### src/rtl/nic_pkg.sv
// nic_pkg: shared definitions for the nic_core datapath.
//   - FSM state encoding
//   - source / destination / jump-condition encodings of the opcode fields
//   - opcode field positions and the HALT opcode constant
//   - small helpers that pull fields out of an 8-bit opcode and decide
//     whether an instruction needs the data-memory port
package nic_pkg;

    typedef enum logic [2:0] {
        ST_FETCH  = 3'd0,
        ST_DECODE = 3'd1,
        ST_EXEC   = 3'd2,
        ST_MEM    = 3'd3,
        ST_HALT   = 3'd4
    } state_e;

    typedef enum logic [1:0] {
        SRC_M = 2'd0,   // memory (imm=0) or immediate byte (imm=1)
        SRC_E = 2'd1,   // ALU result
        SRC_A = 2'd2,
        SRC_X = 2'd3
    } src_e;

    typedef enum logic [2:0] {
        DST_NOP  = 3'd0,
        DST_PC   = 3'd1,
        DST_A    = 3'd2,
        DST_B    = 3'd3,
        DST_X    = 3'd4,
        DST_Q    = 3'd5,
        DST_M    = 3'd6,
        DST_NONE = 3'd7
    } dst_e;

    typedef enum logic [1:0] {
        COND_ALWAYS = 2'd0,
        COND_AZERO  = 2'd1,
        COND_CARRY  = 2'd2,
        COND_NEVER  = 2'd3
    } cond_e;

    // Opcode layout: {src[1:0], dst[2:0], imm, c[1:0]}
    localparam int SRC_LSB = 6;
    localparam int DST_LSB = 3;
    localparam int IMM_BIT = 2;
    localparam int C_LSB   = 0;

    localparam logic [7:0] HALT_OP = 8'hFF;

    function automatic src_e op_src(input logic [7:0] op);
        return src_e'(op[SRC_LSB +: 2]);
    endfunction

    function automatic dst_e op_dst(input logic [7:0] op);
        return dst_e'(op[DST_LSB +: 3]);
    endfunction

    function automatic logic op_imm(input logic [7:0] op);
        return op[IMM_BIT];
    endfunction

    function automatic cond_e op_cond(input logic [7:0] op);
        return cond_e'(op[C_LSB +: 2]);
    endfunction

    // True when the instruction reads or writes data memory.
    // M->M (memory source into memory destination) is a no-op and
    // issues nothing; a memory read into the reserved destination
    // is likewise suppressed.
    function automatic logic needs_mem(input logic [7:0] op);
        logic mem_src;
        logic rd;
        logic wr;
        mem_src = (op_src(op) == SRC_M) && !op_imm(op);
        rd      = mem_src && (op_dst(op) != DST_M) && (op_dst(op) != DST_NOP);
        wr      = !mem_src && (op_dst(op) == DST_M);
        return rd || wr;
    endfunction

endpackage

### src/rtl/nic_alu.sv
// nic_alu: W-bit adder/subtractor for nic_core.
// Ports:
//   a, b    in  W  operands (A and B registers)
//   sub     in  1  1 = a + ~b + 1, 0 = a + b
//   y       out W  result
//   carry   out 1  carry-out of bit W-1
//   a_zero  out 1  operand a is zero (used by the A==0 jump condition)
module nic_alu #(
    parameter int W = 8
) (
    input  logic [W-1:0] a,
    input  logic [W-1:0] b,
    input  logic         sub,
    output logic [W-1:0] y,
    output logic         carry,
    output logic         a_zero
);

    logic [W-1:0] b_op;
    logic [W:0]   sum;

    assign b_op   = sub ? ~b : b;
    // Subtract is add of the inverted operand with carry-in 1, so the
    // carry flag reads as "no borrow" after a subtraction.
    assign sum    = {1'b0, a} + {1'b0, b_op} + {{W{1'b0}}, sub};
    assign y      = sum[W-1:0];
    assign carry  = sum[W];
    assign a_zero = (a == '0);

endmodule

### src/rtl/nic_core.sv
// nic_core: multi-cycle accumulator core with a multiplexed internal bus.
// Each instruction runs FETCH -> DECODE -> EXEC (3 cycles) or
// FETCH -> DECODE -> MEM (3 + wait cycles) when data memory is involved.
//
// Optional feature macro: NIC_CORE_HALT_EN
//   defined   : opcode 0xFF parks the core in HALT until reset
//   undefined : 0xFF is an ordinary 3-cycle no-op, halted stays 0
//
// Ports:
//   clk, reset   in   clock, synchronous active-high reset
//   prog_addr    out W program ROM address (combinational)
//   prog_rdata   in  W ROM data, one cycle after prog_addr
//   dmem_req     out 1 data-memory request, held until dmem_ack
//   dmem_we      out 1 1 = write, 0 = read
//   dmem_addr    out W X register while requesting, else 0
//   dmem_wdata   out W write data while writing, else 0
//   dmem_rdata   in  W read data, taken in the ack cycle
//   dmem_ack     in  1 completes the request in the same cycle
//   qreg         out W output register
//   q_valid      out 1 one-cycle pulse after each Q write
//   halted       out 1 core stopped on HALT opcode
module nic_core
    import nic_pkg::*;
#(
    parameter int W = 8
) (
    input  logic         clk,
    input  logic         reset,
    output logic [W-1:0] prog_addr,
    input  logic [W-1:0] prog_rdata,
    output logic         dmem_req,
    output logic         dmem_we,
    output logic [W-1:0] dmem_addr,
    output logic [W-1:0] dmem_wdata,
    input  logic [W-1:0] dmem_rdata,
    input  logic         dmem_ack,
    output logic [W-1:0] qreg,
    output logic         q_valid,
    output logic         halted
);

    localparam logic [W-1:0] ONE = W'(1);

    state_e       state;
    logic [W-1:0] pc;
    logic [W-1:0] a;
    logic [W-1:0] b;
    logic [W-1:0] x;
    logic [7:0]   ir;
    logic         carry;

    src_e         src;
    dst_e         dst;
    logic         imm;
    cond_e        cond;

    logic [W-1:0] alu_y;
    logic         alu_carry;
    logic         alu_sub;
    logic         a_zero;

    logic [W-1:0] bus;
    logic         take;
    logic         writes_dst;
    logic         mem_done;
    logic         commit;

    assign src  = op_src(ir);
    assign dst  = op_dst(ir);
    assign imm  = op_imm(ir);
    assign cond = op_cond(ir);

    // For jumps the c field is a condition, not an ALU mode.
    assign alu_sub = ir[C_LSB] && (dst != DST_PC);

    nic_alu #(.W(W)) u_alu (
        .a      (a),
        .b      (b),
        .sub    (alu_sub),
        .y      (alu_y),
        .carry  (alu_carry),
        .a_zero (a_zero)
    );

    // Internal bus: one source drives it per instruction.
    always_comb begin
        bus = '0;
        case (src)
            SRC_M:   bus = imm ? prog_rdata : dmem_rdata;
            SRC_E:   bus = alu_y;
            SRC_A:   bus = a;
            SRC_X:   bus = x;
            default: bus = '0;
        endcase
    end

    // Jump conditions see A and carry as left by the previous instruction.
    always_comb begin
        take = 1'b0;
        case (cond)
            COND_ALWAYS: take = 1'b1;
            COND_AZERO:  take = a_zero;
            COND_CARRY:  take = carry;
            COND_NEVER:  take = 1'b0;
            default:     take = 1'b0;
        endcase
    end

    always_comb begin
        writes_dst = 1'b0;
        case (dst)
            DST_PC:  writes_dst = take;
            DST_A,
            DST_B,
            DST_X,
            DST_Q,
            DST_M:   writes_dst = 1'b1;
            default: writes_dst = 1'b0;
        endcase
    end

    assign mem_done = (state == ST_MEM) && dmem_req && dmem_ack;
    assign commit   = (state == ST_EXEC) || mem_done;

    // In DECODE the ROM is already asked for the byte after the opcode so
    // an immediate is on prog_rdata in EXEC/MEM; later states hold PC so
    // that byte stays put through memory wait states.
    always_comb begin
        prog_addr = pc;
        if (state == ST_DECODE) prog_addr = pc + ONE;
    end

    // Address and data are qualified by the registered request so they
    // read 0 outside a transaction and cannot move while req is high.
    assign dmem_addr  = dmem_req ? x : '0;
    assign dmem_wdata = (dmem_req && dmem_we) ? bus : '0;

    always_ff @(posedge clk) begin
        if (reset) begin
            state    <= ST_FETCH;
            pc       <= '0;
            ir       <= '0;
            a        <= '0;
            b        <= '0;
            x        <= '0;
            qreg     <= '0;
            carry    <= 1'b0;
            dmem_req <= 1'b0;
            dmem_we  <= 1'b0;
            q_valid  <= 1'b0;
            halted   <= 1'b0;
        end else begin
            q_valid <= 1'b0;

            case (state)
                ST_FETCH: begin
                    state <= ST_DECODE;
                end
                ST_DECODE: begin
                    ir <= prog_rdata[7:0];
                    pc <= pc + ONE;
`ifdef NIC_CORE_HALT_EN
                    if (prog_rdata[7:0] == HALT_OP) begin
                        state  <= ST_HALT;
                        halted <= 1'b1;
                    end else
`endif
                    if (needs_mem(prog_rdata[7:0])) begin
                        state    <= ST_MEM;
                        dmem_req <= 1'b1;
                        dmem_we  <= (op_dst(prog_rdata[7:0]) == DST_M);
                    end else begin
                        state <= ST_EXEC;
                    end
                end
                ST_EXEC: begin
                    state <= ST_FETCH;
                end
                ST_MEM: begin
                    if (dmem_ack) begin
                        state    <= ST_FETCH;
                        dmem_req <= 1'b0;
                        dmem_we  <= 1'b0;
                    end
                end
                ST_HALT: begin
                    state <= ST_HALT;
                end
                default: begin
                    state <= ST_FETCH;
                end
            endcase

            if (commit) begin
                // Immediate byte is consumed whether or not a jump is taken;
                // a taken jump below overrides this PC update.
                if (src == SRC_M && imm) pc <= pc + ONE;

                case (dst)
                    DST_PC: if (take) pc <= bus;
                    DST_A:  a <= bus;
                    DST_B:  b <= bus;
                    DST_X:  x <= bus;
                    DST_Q: begin
                        qreg    <= bus;
                        q_valid <= 1'b1;
                    end
                    default: ;
                endcase

                if (src == SRC_E && writes_dst) carry <= alu_carry;
            end
        end
    end

endmodule
### config.mk
export PLATFORM = sky130hd
export DESIGN_NAME = nic_core
export DESIGN_NICKNAME = d
export VERILOG_FILES = /design/src/rtl/nic_pkg.sv /design/src/rtl/nic_alu.sv /design/src/rtl/nic_core.sv
export SDC_FILE = /design/constraint.sdc
export NUM_CORES = 1
export LEC_CHECK = 0
export ABC_AREA = 0
export BUFFER_PORTS_ARGS = -buffer_cell sky130_fd_sc_hd__clkbuf_2
export CORE_ASPECT_RATIO = 0.5
export CORE_UTILIZATION = 50
export DETAILED_ROUTE_END_ITERATION = 8
export GPL_TIMING_DRIVEN = 0
export PLACE_DENSITY = 0.73
export SETUP_SLACK_MARGIN = 0.5
export SLEW_MARGIN = 5
export SYNTH_ARGS = -nofsm -noshare
export SYNTH_HDL_FRONTEND = slang
export SYNTH_SLANG_ARGS = --single-unit
### constraint.sdc
create_clock -name clk -period 3.4 [get_ports clk]
set_input_delay 0.17 -clock clk [delete_from_list [all_inputs] [get_ports clk]]
set_output_delay 0.17 -clock clk [all_outputs]
set_load 0.01 [all_outputs]
After elaboration in Yosys (flattened, before gate mapping)
Index checks and enable logic that the tools add are counted.
W data, S select, Z words.
- output and inout port bits: 36
- flip-flop bits (word level): 55
- logic and storage cells: 87
- eq/ne operators: 21
- bitwise logic cells: 2
- add/sub/neg operators: 3
- reductions and logical operators: 29
- mux-type cells: 21
- operators by type and width (cell ; count):
    $mux W8 ; 9
    $pmux W8 S4 ; 1
    $eq A3 B3 Y1 const B ; 5
    $eq A3 B2 Y1 const B ; 4
    $pmux W3 S4 ; 1
    $logic_and A1 B1 Y1 ; 10
    $reduce_and A2 Y1 ; 5
    $add A8 B8 Y9 ; 1
    $add A9 B1 Y9 ; 1
    $add A8 B1 Y8 const B ; 1
    $eq A2 B2 Y1 const B ; 4
    $logic_not A8 Y1 ; 1
    $not A8 Y8 ; 1
    $eq A3 B1 Y1 const B ; 2
    $logic_not A2 Y1 ; 3
    $pmux W1 S2 ; 3
    $mux W1 ; 5
    $reduce_or A5 Y1 ; 1
    $eq A2 B1 Y1 const B ; 2
    $pmux W1 S4 ; 1
    $logic_not A3 Y1 ; 1
    $mux W3 ; 1
    $ne A3 B1 Y1 const B ; 1
    $ne A3 B3 Y1 const B ; 1
    9 further kinds ; 11

Longest topological paths before layout
- depth in word-level cells: 9
- mapped depth: 13
- mapped depth without buffers: 11

By module
A second synthesis with hierarchy kept.
- cells, all modules: 362
- area total of the unflattened synthesis: 3289.4 µm²
- by module, submodules not included (module ; cells each ; instances ; area an instance (µm²) ; sequential area each (µm²)):
    nic_core ; 311 ; 1 ; 2872.8 ; 1101.1
    nic_alu ; 51 ; 1 ; 416.6 ; 0.0

Worst setup path after synthesis
Ideal clock, no wire load.
- kind: register to output
- start point: register ir[3]
- end point: output dmem_wdata[6]
- stages on the path, launching flop included: 13
- data required time: 3230 ps
- slack: 363 ps
- arrival time: 2867 ps
- cell sequence: dfxtp_1 > nor3b_4 > nand2b_1 > buf_2 > xnor2_1 > inv_1 > fa_1 > nand2b_1 > o2bb2ai_1 > o21ai_2 > xnor2_1 > mux4_2 > nor2_1
- word-level cells in the longest chain between the ends: 7
- ends and longest elaborated chain (what ; RTL line ; RTL):
    from (decl) ; nic_core.sv:49 ; logic [7:0] ir;
    from (signal assigned) ; nic_core.sv:160 ; ir <= prog_rdata[7:0];
    $ne A3 B1 Y1 * ; nic_core.sv:74 ; assign alu_sub = ir[C_LSB] && (dst != DST_PC);
    $logic_and A1 B1 Y1 * ; nic_core.sv:74 ;
    $mux W8 ; nic_alu.sv:22 ; assign b_op = sub ? ~b : b;
    $add A8 B8 Y9 ; nic_alu.sv:25 ; assign sum = {1'b0, a} + {1'b0, b_op} + {{W{1'b0}}, sub};
    $add A9 B1 Y9 * ; nic_alu.sv:25 ;
    $pmux W8 S4 * ; nic_core.sv:88 ; case (src)
    $mux W8 * ; nic_core.sv:136 ; assign dmem_wdata = (dmem_req && dmem_we) ? bus : '0;
    to (decl) ; nic_core.sv:34 ; output logic [W-1:0] dmem_wdata,
Every way passes the cells marked *; elsewhere a longest branch is shown, timed or not.

Final worst setup path
- start point: register ir[4]
- end point: output dmem_wdata[6]
The elaborated chain is that of the path after synthesis.

==> results.toml <==
[pwr]
switching_share_pct = 30.2
seq_power_share_pct = 43.6
p_int_uw = 1090
clkPwrFrac_pct = 34.0
p_leak_uw = 0.00168
ir_worst_vdd_v = 0.000235
p_switching_uw = 470
p_comb_share_pct = 22.4
finalPower_uw = 1560
power_density_nw_per_um2 = 371

[floorplanning]
rows = 20
die_w_um = 117
ios = 55
fp.dieH_um = 59.5
dieArea_um2 = 6960
start_util_pct = 53.0
core_um2 = 6230

[route]
drt_iter0_markers = 250
first_pass_iters = 5
dr_total_vias = 3124
drc = 0
detail_route.vias_per_cell = 5.60
routedWlPerCell_um = 16.3
wirelength_um = 9080
antenna_left = 0

[place]
port_buffers = 52
gp_congestion = 0.851
dpl.hpwl_um = 6090
place_area_um2 = 3700

[grt]
grt_overflow_total = 0
grt_first_pass_wirelength_um = 13600
antenna_found_initial = 0
grt_max_degree = 19
grt.total_usage_pct = 26.6
grt_pass1_vias = 2637

[sta]
period_share_pct = 95.5
max_freq_mhz = 308
finalSetupTns_ns = 0
post-route-min-period_ns = 3.25
worst_slew_pin_slew_ns = 0.590
fin_skew_ns = 0.00750
setup_violations = 0
holdWs_ns = 0.114
grt_setup_unrepaired = "true"
slew_headroom_pct = 60.6
hold_violations = 0
drv_slew = 0

[worst_setup_path]
worst-path-stages = 14
worstPathRequired_ns = 3.23
crit_fanout = 4
critPathBufInv = 5
cpPeakStageDelay_ns = 0.54
startpoint_type = "flip-flop"
cp_cell_sequence = "buf_6 -> nor3b_4 -> nand2b_4 -> buf_8 -> buf_4 -> buf_4 -> xnor2_1 -> ha_2 -> o2bb2ai_4 -> o21ai_2 -> xnor2_1 -> mux4_2 -> nor2_4 -> buf_6"
crit_type = "flip-flop to output port"
r2r_cells = 16
worstPathArrival_ns = 3.08
cp_top_family = "buffers and inverters"
cp_slowest_cell = "mux4_2"
end_kind = "output port"

[logic_synthesis]
post_synth.cell_area_avg_um2 = 8.49
netlist_instances = 389
yosys_warnings = 0
synth_fp_nets = 418
ys_seq_area_share_pct = 33.3
synth-async-reset-ratio_pct = 0
yosys_register_bits = 55
synth.distinct_cells = 63
syn_area_um2 = 3300
synth_ff_type = "dfxtp_1"
synth-edff-count = 0

[clock_tree]
clkTransAtPathRegs_ns = 0.07
cts_tree = "done"
cts_root_buf = "clkbuf_16"
clock-sinks = 55
clk_latency_ns = 0.30
cts_buffer_depth = 2
cts_made_buffers = 5
htreeDepth = 2

[min_path]
min_path_cells = 3
hold_class = "primary input to flip-flop"

[final_layout]
drive_gt1_share_pct = 31.1
nets = 498
fin_util_pct = 67.4
final_area_um2 = 4200
area_growth_pct = 27.2
n_antenna_cell = 0

[run_status]
status = "finished clean"

[flow_run]
maxCapViolations = 0
==> registers in the layout (all words and copies together) (netlist names), 3 cells and up <==
| register | count |
|---|---|
| a | 8 |
| b | 8 |
| ir | 8 |
| pc | 8 |
| qreg | 8 |
| x | 8 |
| state | 3 |
==> final cells by class <==
class | count | area [um^2]
Clock inverter | 3 | 25.0
Sequential cell | 55 | 1110
Clock buffer | 5 | 125
Buffer | 22 | 134
Fill cell | 525 | 2030
Multi-Input combinational cell | 302 | 2200
Inverter | 10 | 37.5
Tap cell | 88 | 110
Timing Repair Buffer | 73 | 462
==> final timing paths <==
path,from,endpoint,slack [ns]
worst max-delay path,ir[4],dmem_wdata[6],0.15
worst min-delay path,prog_rdata[1],ir[1],0.11
worst max register to register,ir[3],pc[4],0.26
worst min register to register,qreg[5],qreg[5],0.49
==> cell usage in the layout, fill, tap and decap left out, drive strengths merged, types with 7 or more instances in the layout <==
cell	instances
and2	9
clkbuf	63
a21oi	29
mux2i	26
xor2	7
o21ai	21
dfxtp	55
xnor2	19
o22ai	12
inv	9
ha	9
nand3	7
nor2	40
buf	37
nand2	57
==> power groups by stage <==
stage | registers [uW] | clock network, uW | logic, uW
after floorplan | 690 | 0 | 191
after global placement | 694 | 0 | 265
after detailed placement | 694 | 0 | 266
after CTS | 679 | 532 | 314
after global routing | 682 | 561 | 377
final | 679 | 530 | 350
==> synthesized netlist by cell type, types with 4 or more instances <==
| master | instances | area [um^2] |
|---|---|---|
| nand2_1 | 56 | 210 |
| dfxtp_1 | 55 | 1100 |
| nor2_1 | 39 | 146 |
| mux2i_1 | 26 | 260 |
| a21oi_1 | 25 | 125 |
| xnor2_1 | 19 | 166 |
| o21ai_0 | 15 | 75.1 |
| o22ai_1 | 12 | 75.1 |
| and2_1 | 9 | 56.3 |
| clkbuf_1 | 9 | 33.8 |
| ha_1 | 9 | 113 |
| inv_1 | 9 | 33.8 |
| xor2_1 | 7 | 61.3 |
| buf_2 | 6 | 30.0 |
| nand3_1 | 6 | 30.0 |
| nor2b_1 | 6 | 37.5 |
| nor3_1 | 5 | 25.0 |
| o21ai_2 | 5 | 43.8 |
| buf_4 | 4 | 30.0 |
| nand2b_1 | 4 | 25.0 |
==> worst min-delay path, cell delays in order <==
cell,delay [ns]
clkbuf_2,0.09
nand2_1,0.05
a21oi_1,0.05
==> stage by stage <==
step,instances,setup slack [ns]
after floorplan,389,0.546
after global placement,529,0.186
after detailed placement,529,0.169
after CTS,551,0.106
after global routing,558,0.0654
final,558,0.152
==> metal layers <==
| layer | share of wire [%] | vias up | routed length (um) | track usage [%] |
|---|---|---|---|---|
| met4 | 0.50 | 0 | 45 | 3.98 |
| met5 | 0 | - | 0 | 0 |
| met1 | 50 | 1474 | 4520 | 39.6 |
| met2 | 43 | 119 | 3920 | 40.6 |
| met3 | 6.6 | 6 | 600 | 5.21 |
| li1 | - | 1525 | - | - |
==> repair_timing <==
action / in CTS / in global routing
setup buffers: 14 / 7
resized for setup: 17 / 26
endpoints found under the setup margin: 22 / 32
hold buffers: 0 / 0
pin swaps: 18 / 14
==> cell families (layout without fill, tap and decap cells) <==
family	after synthesis	count (layout)	synth area share [%]
buffers and inverters	32	113	4.77
AND/OR/NAND/NOR	149	149	23.0
multiplexers	32	32	10.9
other	1	1	0.113
XOR/XNOR	26	26	6.89
flip-flops	55	55	33.3
adder cells (fa/ha/maj)	10	10	4.01
AO/OA/AOI/OAI	84	84	16.9
Note: power is estimated with default switching activity, not from simulation.
